===== src/rtl/pwm_pkg.sv =====
`default_nettype none
// ============================================================================
// Module      : pwm_pkg
// Description : Shared types and reset defaults for the multi-channel PWM.
// Revision    : 1.0 - initial release
// ============================================================================
package pwm_pkg;

    localparam int c_CNT_W_DEFAULT = 16;
    localparam int c_DEF_PERIOD    = 4999;
    localparam int c_DEF_DUTY      = 2500;

    typedef logic [c_CNT_W_DEFAULT-1:0] cnt_t;

    typedef enum logic {
        PWM_EDGE   = 1'b0,
        PWM_CENTER = 1'b1
    } pwm_mode_e;

endpackage
`default_nettype wire


===== src/rtl/pwm_ch_cmp.sv =====
`default_nettype none
// ============================================================================
// Module      : pwm_ch_cmp
// Description : One PWM channel: active duty register, comparator, output flop.
// Revision    : 1.0 - initial release
// ============================================================================
module pwm_ch_cmp
    import pwm_pkg::*;
#(
    parameter int CNT_W    = c_CNT_W_DEFAULT,
    parameter int DEF_DUTY = c_DEF_DUTY
) (
    input  logic             clk,
    input  logic             rst,
    input  logic             i_enable,
    input  logic             i_load,
    input  logic [CNT_W-1:0] i_duty_sh,
    input  logic [CNT_W-1:0] i_cnt,
    input  logic [CNT_W-1:0] i_period,
    input  pwm_mode_e        i_mode,
    output logic             o_pwm
);

    localparam logic [CNT_W-1:0] c_DEF_DTY = CNT_W'(DEF_DUTY);
    localparam logic [CNT_W:0]   c_ONE_EXT = (CNT_W+1)'(1);

    logic [CNT_W-1:0] r_duty_act;
    logic [CNT_W-1:0] w_duty;
    logic             w_full;
    logic             w_raw;
    logic             r_pwm;

    // The counter value at a boundary already belongs to the new period,
    // so it is compared against the duty being loaded, not the stale one.
    assign w_duty = i_load ? i_duty_sh : r_duty_act;

    assign w_full = (i_mode == PWM_EDGE)
                  ? ({1'b0, w_duty} >= ({1'b0, i_period} + c_ONE_EXT))
                  : (w_duty > i_period);

    assign w_raw = w_full || (i_cnt < w_duty);

    always_ff @(posedge clk or posedge rst) begin
        if (rst) begin
            r_duty_act <= c_DEF_DTY;
            r_pwm      <= 1'b0;
        end else begin
            if (i_load) begin
                r_duty_act <= i_duty_sh;
            end
            r_pwm <= i_enable && w_raw;
        end
    end

    assign o_pwm = r_pwm;

endmodule
`default_nettype wire


===== src/rtl/pwm_multi_gen.sv =====
`default_nettype none
// ============================================================================
// Module      : pwm_multi_gen
// Description : Shared period counter driving NUM_CH duty comparators with
//               boundary-synchronised shadow configuration.
// Revision    : 1.0 - initial release
// ============================================================================
module pwm_multi_gen
    import pwm_pkg::*;
#(
    parameter int CNT_W      = c_CNT_W_DEFAULT,
    parameter int NUM_CH     = 4,
    parameter int DEF_PERIOD = c_DEF_PERIOD,
    parameter int DEF_DUTY   = c_DEF_DUTY
) (
    input  logic                    clk,
    input  logic                    rst,
    input  logic                    enable,
    input  logic                    cfg_load,
    input  logic [CNT_W-1:0]        period_in,
    input  logic [NUM_CH*CNT_W-1:0] duty_in,
    input  logic                    center_mode,
    output logic [NUM_CH-1:0]       pwm_out,
    output logic                    period_tick,
    output logic [CNT_W-1:0]        cnt_out
);

    localparam logic [CNT_W-1:0] c_DEF_PER = CNT_W'(DEF_PERIOD);
    localparam logic [CNT_W-1:0] c_DEF_DTY = CNT_W'(DEF_DUTY);
    localparam logic [CNT_W-1:0] c_ONE     = CNT_W'(1);

    logic [CNT_W-1:0]        r_cnt;
    logic                    r_dir_up;
    logic                    r_tick;
    logic [CNT_W-1:0]        r_per_sh;
    logic [CNT_W-1:0]        r_per_act;
    pwm_mode_e               r_mode_sh;
    pwm_mode_e               r_mode_act;
    logic [NUM_CH*CNT_W-1:0] r_duty_sh;

    logic                    w_boundary;
    logic [CNT_W-1:0]        w_per_eff;
    pwm_mode_e               w_mode_eff;

    // The counter is held at 0 while disabled, so the first enabled cycle
    // is automatically a boundary and picks up the latest shadow values.
    assign w_boundary = enable && (r_cnt == '0);
    assign w_per_eff  = w_boundary ? r_per_sh  : r_per_act;
    assign w_mode_eff = w_boundary ? r_mode_sh : r_mode_act;

    always_ff @(posedge clk or posedge rst) begin
        if (rst) begin
            r_per_sh  <= c_DEF_PER;
            r_mode_sh <= PWM_EDGE;
            r_duty_sh <= {NUM_CH{c_DEF_DTY}};
        end else if (cfg_load) begin
            r_per_sh  <= period_in;
            r_mode_sh <= center_mode ? PWM_CENTER : PWM_EDGE;
            r_duty_sh <= duty_in;
        end
    end

    always_ff @(posedge clk or posedge rst) begin
        if (rst) begin
            r_per_act  <= c_DEF_PER;
            r_mode_act <= PWM_EDGE;
        end else if (w_boundary) begin
            r_per_act  <= r_per_sh;
            r_mode_act <= r_mode_sh;
        end
    end

    always_ff @(posedge clk or posedge rst) begin
        if (rst) begin
            r_cnt    <= '0;
            r_dir_up <= 1'b1;
            r_tick   <= 1'b0;
        end else begin
            r_tick <= w_boundary;
            if (!enable) begin
                r_cnt    <= '0;
                r_dir_up <= 1'b1;
            end else if (w_boundary) begin
                r_cnt    <= (w_per_eff == '0) ? '0 : c_ONE;
                r_dir_up <= 1'b1;
            end else if (w_mode_eff == PWM_EDGE) begin
                r_cnt <= (r_cnt >= w_per_eff) ? '0 : (r_cnt + c_ONE);
            end else if (r_dir_up) begin
                if (r_cnt >= w_per_eff) begin
                    r_dir_up <= 1'b0;
                    r_cnt    <= r_cnt - c_ONE;
                end else begin
                    r_cnt <= r_cnt + c_ONE;
                end
            end else begin
                // Reaching 0 on the way down makes the next cycle a boundary,
                // which turns the direction back to up.
                r_cnt <= r_cnt - c_ONE;
            end
        end
    end

    generate
        for (genvar k = 0; k < NUM_CH; k++) begin : g_ch
            pwm_ch_cmp #(
                .CNT_W    (CNT_W),
                .DEF_DUTY (DEF_DUTY)
            ) u_cmp (
                .clk       (clk),
                .rst       (rst),
                .i_enable  (enable),
                .i_load    (w_boundary),
                .i_duty_sh (r_duty_sh[k*CNT_W +: CNT_W]),
                .i_cnt     (r_cnt),
                .i_period  (w_per_eff),
                .i_mode    (w_mode_eff),
                .o_pwm     (pwm_out[k])
            );
        end
    endgenerate

    assign period_tick = r_tick;
    assign cnt_out     = r_cnt;

endmodule
`default_nettype wire


===== config.mk =====
export PLATFORM = sky130hd
export DESIGN_NAME = pwm_multi_gen
export DESIGN_NICKNAME = d
export VERILOG_FILES = /design/src/rtl/pwm_pkg.sv /design/src/rtl/pwm_ch_cmp.sv /design/src/rtl/pwm_multi_gen.sv
export SDC_FILE = /design/constraint.sdc
export NUM_CORES = 1
export LEC_CHECK = 0
export CAP_MARGIN = 0
export CELL_PAD_IN_SITES_DETAIL_PLACEMENT = 0
export CELL_PAD_IN_SITES_GLOBAL_PLACEMENT = 1
export CORE_AREA = 5 5 215 217
export CTS_BUF_LIST = sky130_fd_sc_hd__clkbuf_16
export CTS_CLUSTER_DIAMETER = 200
export CTS_CLUSTER_SIZE = 24
export DETAILED_ROUTE_END_ITERATION = 7
export DIE_AREA = 0 0 220 222
export PLACE_DENSITY_LB_ADDON = 0.1
export RECOVER_POWER = 25
export SKIP_CTS_REPAIR_TIMING = 1
export SLEW_MARGIN = 20
export SYNTH_ARGS = -nofsm -noshare
export SYNTH_HDL_FRONTEND = slang
export SYNTH_SLANG_ARGS = --single-unit

===== constraint.sdc =====
create_clock -name clk -period 5.74 [get_ports clk]
set_input_delay 1.148 -clock clk [delete_from_list [all_inputs] [get_ports clk]]
set_output_delay 1.148 -clock clk [all_outputs]
set_load 0.01 [all_outputs]

==> metrics.log <==
[metrics] largest net degree at the start of global routing: 92
[metrics] Detailed Routing Iterations Pass 1: 5
[metrics] unrepaired setup endpoints after global routing: no
[metrics] Post-Route Skew: 0.0162 ns
[metrics] clock tree from TritonCTS: done
[metrics] antenna viol nets, final: 0
[metrics] Slowest Stage Delay on Critical Path: 0.66 ns
[metrics] cell type group with the largest total delay on the critical path: simple AND/OR/NAND/NOR gates
[metrics] Critical path buffers and inverters: 3
[metrics] worst flop-to-flop path startpoint: cnt_out[0]$_DFF_PP0_
[metrics] worst hold-check path type: reg2reg
[metrics] Skew-Pair Late Insertion Delay: 0.50 ns
[metrics] mean number of vias per cell: 5.02
[metrics] number of CTS-inserted buffers: 17
[metrics] startpoint type of the worst setup path: primary input
[metrics] number of warnings issued by yosys: 0
[metrics] Power Dens Cells: around 380 nW/um^2
[metrics] worst vdd ir: about 0.00017 V
[metrics] Site Rows: 77
[metrics] most common cell after layout, fill and taps aside: sky130_fd_sc_hd__ha_1
[metrics] Worst Path Class, Setup: in2reg
[metrics] post-route minimum period: 5.07 ns
[metrics] drt initial violations: between 500 and 600
[metrics] fraction of final layout cells with drive strength greater than 1: about a fifth
[metrics] Crit Path Max Fanout: 16
[metrics] Slowest-stage cell, CP: sky130_fd_sc_hd__o31ai_1
[metrics] remaining design rule violation count: 0
[metrics] cell at the root of the clock tree: sky130_fd_sc_hd__clkbuf_16
[metrics] failing checks: capacitance limit, slew limit
[metrics] data arrival at the endpoint of the critical path: 5.48 ns
[metrics] DR vias: 9886
[metrics] total routing resource utilization after global routing: 18.7%
[metrics] Placer Congestion: 0.880
[metrics] launching instance or port of the critical path: enable
[metrics] Worst Setup End Kind: flop
[metrics] diode count: 0
[metrics] summed negative setup slack over all endpoints: 0 ns
[metrics] hpwl dp: 33500 um
[metrics] fill cell instance count of the final layout: 4486
[metrics] Sink Count: about 180
[metrics] most instantiated flip-flop cell in the synthesis netlist: sky130_fd_sc_hd__dfrtp_1
[metrics] Die Height: 222 um
[metrics] die outline width: 220 um
[metrics] number of max-slew violations in the final report: 83
[metrics] final number of hold-violating endpoints: 0
[metrics] share of the yosys chip area belonging to registers: 36.9%
[metrics] area added between synthesis and finish: 23.2%
[metrics] transition at the pin with the smallest max-transition slack: 4.52 ns
[metrics] wire length per cell: approximately 23 um
[metrics] leakage power figure: between 7 and 8 nW
[metrics] fraction of registers with async set/reset: 100%
[metrics] clock transition at the registers of the reported paths: around 0.07 ns
[metrics] core area: 43900 sq um
[metrics] count of H-tree levels built during CTS: 4
[metrics] number of distinct library cells after synthesis: 84
[metrics] total I/O pin count: approximately 110
[metrics] number of input and output port buffers inserted: around 110
[metrics] total power of the final layout: 5.91 mW
[metrics] combined area of all synthesized cells: between 10000 and 15000 sq um
[metrics] cells after synthesis: ~1200
[metrics] buffers from clock root to sink, at most: 2
[metrics] startpoint of the lowest-slack hold path: r_dir_up$_DFFE_PP1P_
[metrics] antenna violations before repair: 0
[metrics] starting utilization of the core area: 28.8%
[metrics] Worst Path Required: 6.15 ns
[metrics] Synth Net Count: approximately 1500
[metrics] Post-synth EDFFs: 0
[metrics] register bit count reported by yosys: 184
[metrics] Syn Area/Cell: 10.6 sq um
[metrics] number of maximum-capacitance violations: 1
[metrics] cell with the most instances on the worst path: sky130_fd_sc_hd__nor3_1
[metrics] final number of setup-violating endpoints: 0
[metrics] number of nets at the end of the flow: 1652
[metrics] fraction of the cycle the final worst path needs: 88.4%
[metrics] outcome: complete, but fails checks
[metrics] total congestion overflow after global routing: 0
[metrics] sequence of cells on the critical path: clkdlybuf4s50_1 > nor4bb_2 > nand4_4 > clkinv_2 > buf_4 > o31ai_1 > nor3b_1 > xnor2_1 > ha_1 > nand4_1 > or4_1 > nor3_1 > nor3_1 > o211ai_1
[metrics] via count of the first global-routing pass: a little over 10000
[metrics] Routed WL: 44900 um
[metrics] slew margin rel.: -201%
[metrics] commonest cells after routing, fill and taps aside: 201 x sky130_fd_sc_hd__ha_1, 129 x sky130_fd_sc_hd__dfrtp_1, 103 x sky130_fd_sc_hd__clkdlybuf4s50_1
[metrics] wire length of the first global-routing pass: about 67000 um
[metrics] highest achievable clock rate: between 150 and 200 MHz
[metrics] total die area: 48800 sq um
==> Yosys cell counts (13+ instances only) <==
library cell               number  area (sq um)
sky130_fd_sc_hd__nor3_1        19          95.1
sky130_fd_sc_hd__o21ai_0       41           205
sky130_fd_sc_hd__mux2i_1       71           711
sky130_fd_sc_hd__nand4_1       38           238
sky130_fd_sc_hd__clkbuf_1      15          56.3
sky130_fd_sc_hd__nor2_1        43           161
sky130_fd_sc_hd__dfstp_2       55          1450
sky130_fd_sc_hd__o21a_1        17           128
sky130_fd_sc_hd__a21o_1        34           255
sky130_fd_sc_hd__inv_1        101           379
sky130_fd_sc_hd__nand2_1       53           199
sky130_fd_sc_hd__ha_1         201          2510
sky130_fd_sc_hd__mux2_2        82           923
sky130_fd_sc_hd__xnor2_1       13           114
sky130_fd_sc_hd__a21oi_1       63           315
sky130_fd_sc_hd__nand3_1       23           115
sky130_fd_sc_hd__nor2b_1       14          87.6
sky130_fd_sc_hd__dfrtp_1      129          3230
==> per-stage QoR <==
| stage | setup slack [ns] | cells | instance area [sq um] | hold WS, ns | util, % |
|---|---|---|---|---|---|
| after floorplan | 0.425 | 1195 | 12700 | 0.464 | - |
| after global placement | 0.201 | 1939 | 14900 | 0.480 | 34.0 |
| after detailed placement | 0.147 | 1939 | 14900 | 0.482 | 34.0 |
| after CTS | 0.696 | 1971 | 15600 | 0.495 | 35.5 |
| after global routing | 0.437 | 1971 | 15600 | 0.530 | 35.5 |
| final | 0.667 | 1971 | 15600 | 0.493 | 35.5 |
==> cells by family (layout without fill, tap and decap cells) <==
group	Yosys count	in the layout	share of synthesized area [%]
buffers and inverters	140	324	4.59
and+or+nand+nor	247	247	10.5
DFF	184	184	36.9
adders and majority gates	201	201	19.9
xor gates and xnor gates	16	16	1.17
AOI/OAI and AO/OA	252	252	13.8
muxes	155	155	13.1
==> final timing paths <==
path,to,slack (ns),cells past startpoint
max reg2reg,g_ch[1].u_cmp.o_pwm$_DFF_PP0_,1.02,15
min reg2reg,r_dir_up$_DFFE_PP1P_,0.49,2
min in group asynchronous,cnt_out[9]$_DFF_PP0_,1.34,2
max in group asynchronous,r_mode_sh$_DFFE_PP0P_,2.90,3
max,g_ch[1].u_cmp.o_pwm$_DFF_PP0_,0.67,14
min,r_dir_up$_DFFE_PP1P_,0.49,2
==> per-layer routing <==
metal | global-route usage, % | wire (um) | vias up
li1 | - | - | 4792
met1 | 24.7 | 20700 | 4818
met2 | 29.9 | 20900 | 206
met3 | 3.00 | 1500 | 70
met4 | 8.92 | 1880 | 0
met5 | 0 | 0 | -
==> state kept, by name (all words and copies together) (netlist names) <==
name and count:
r_per_act 16, period_tick 1, r_per_sh 16, cnt_out 16
r_mode_act 1, r_mode_sh 1, g_ch.u_cmp.o_pwm 4, r_duty_sh 64
r_dir_up 1, g_ch.u_cmp.r_duty_act 64
==> worst min-delay path: cells and delay by family, from the launching register on <==
| family | cells | cell delay [ns] |
|---|---|---|
| compound gates | 1 | 0.06 |
| flops | 1 | 0.38 |
| simple gates | 1 | 0.06 |
==> power by group <==
part / switching (mW) / total, mW / internal (mW)
Combinational: 1.63 / 2.78 / 1.15
Sequential: 0.131 / 1.74 / 1.61
Clock: 0.603 / 1.39 / 0.785
==> area by class of cell <==
cell class,count,area (sq um),share of cell area (%)
Sequential cell,184,4670,30.0
Timing Repair Buffer,187,1710,11.0
Clock buffer,17,425,2.73
Tap cell,592,741,4.75
Inverter,105,399,2.56
Multi-Input combinational cell,871,7410,47.5
Clock inverter,15,238,1.52
No activity file was read; power rests on OpenSTA's default activity.
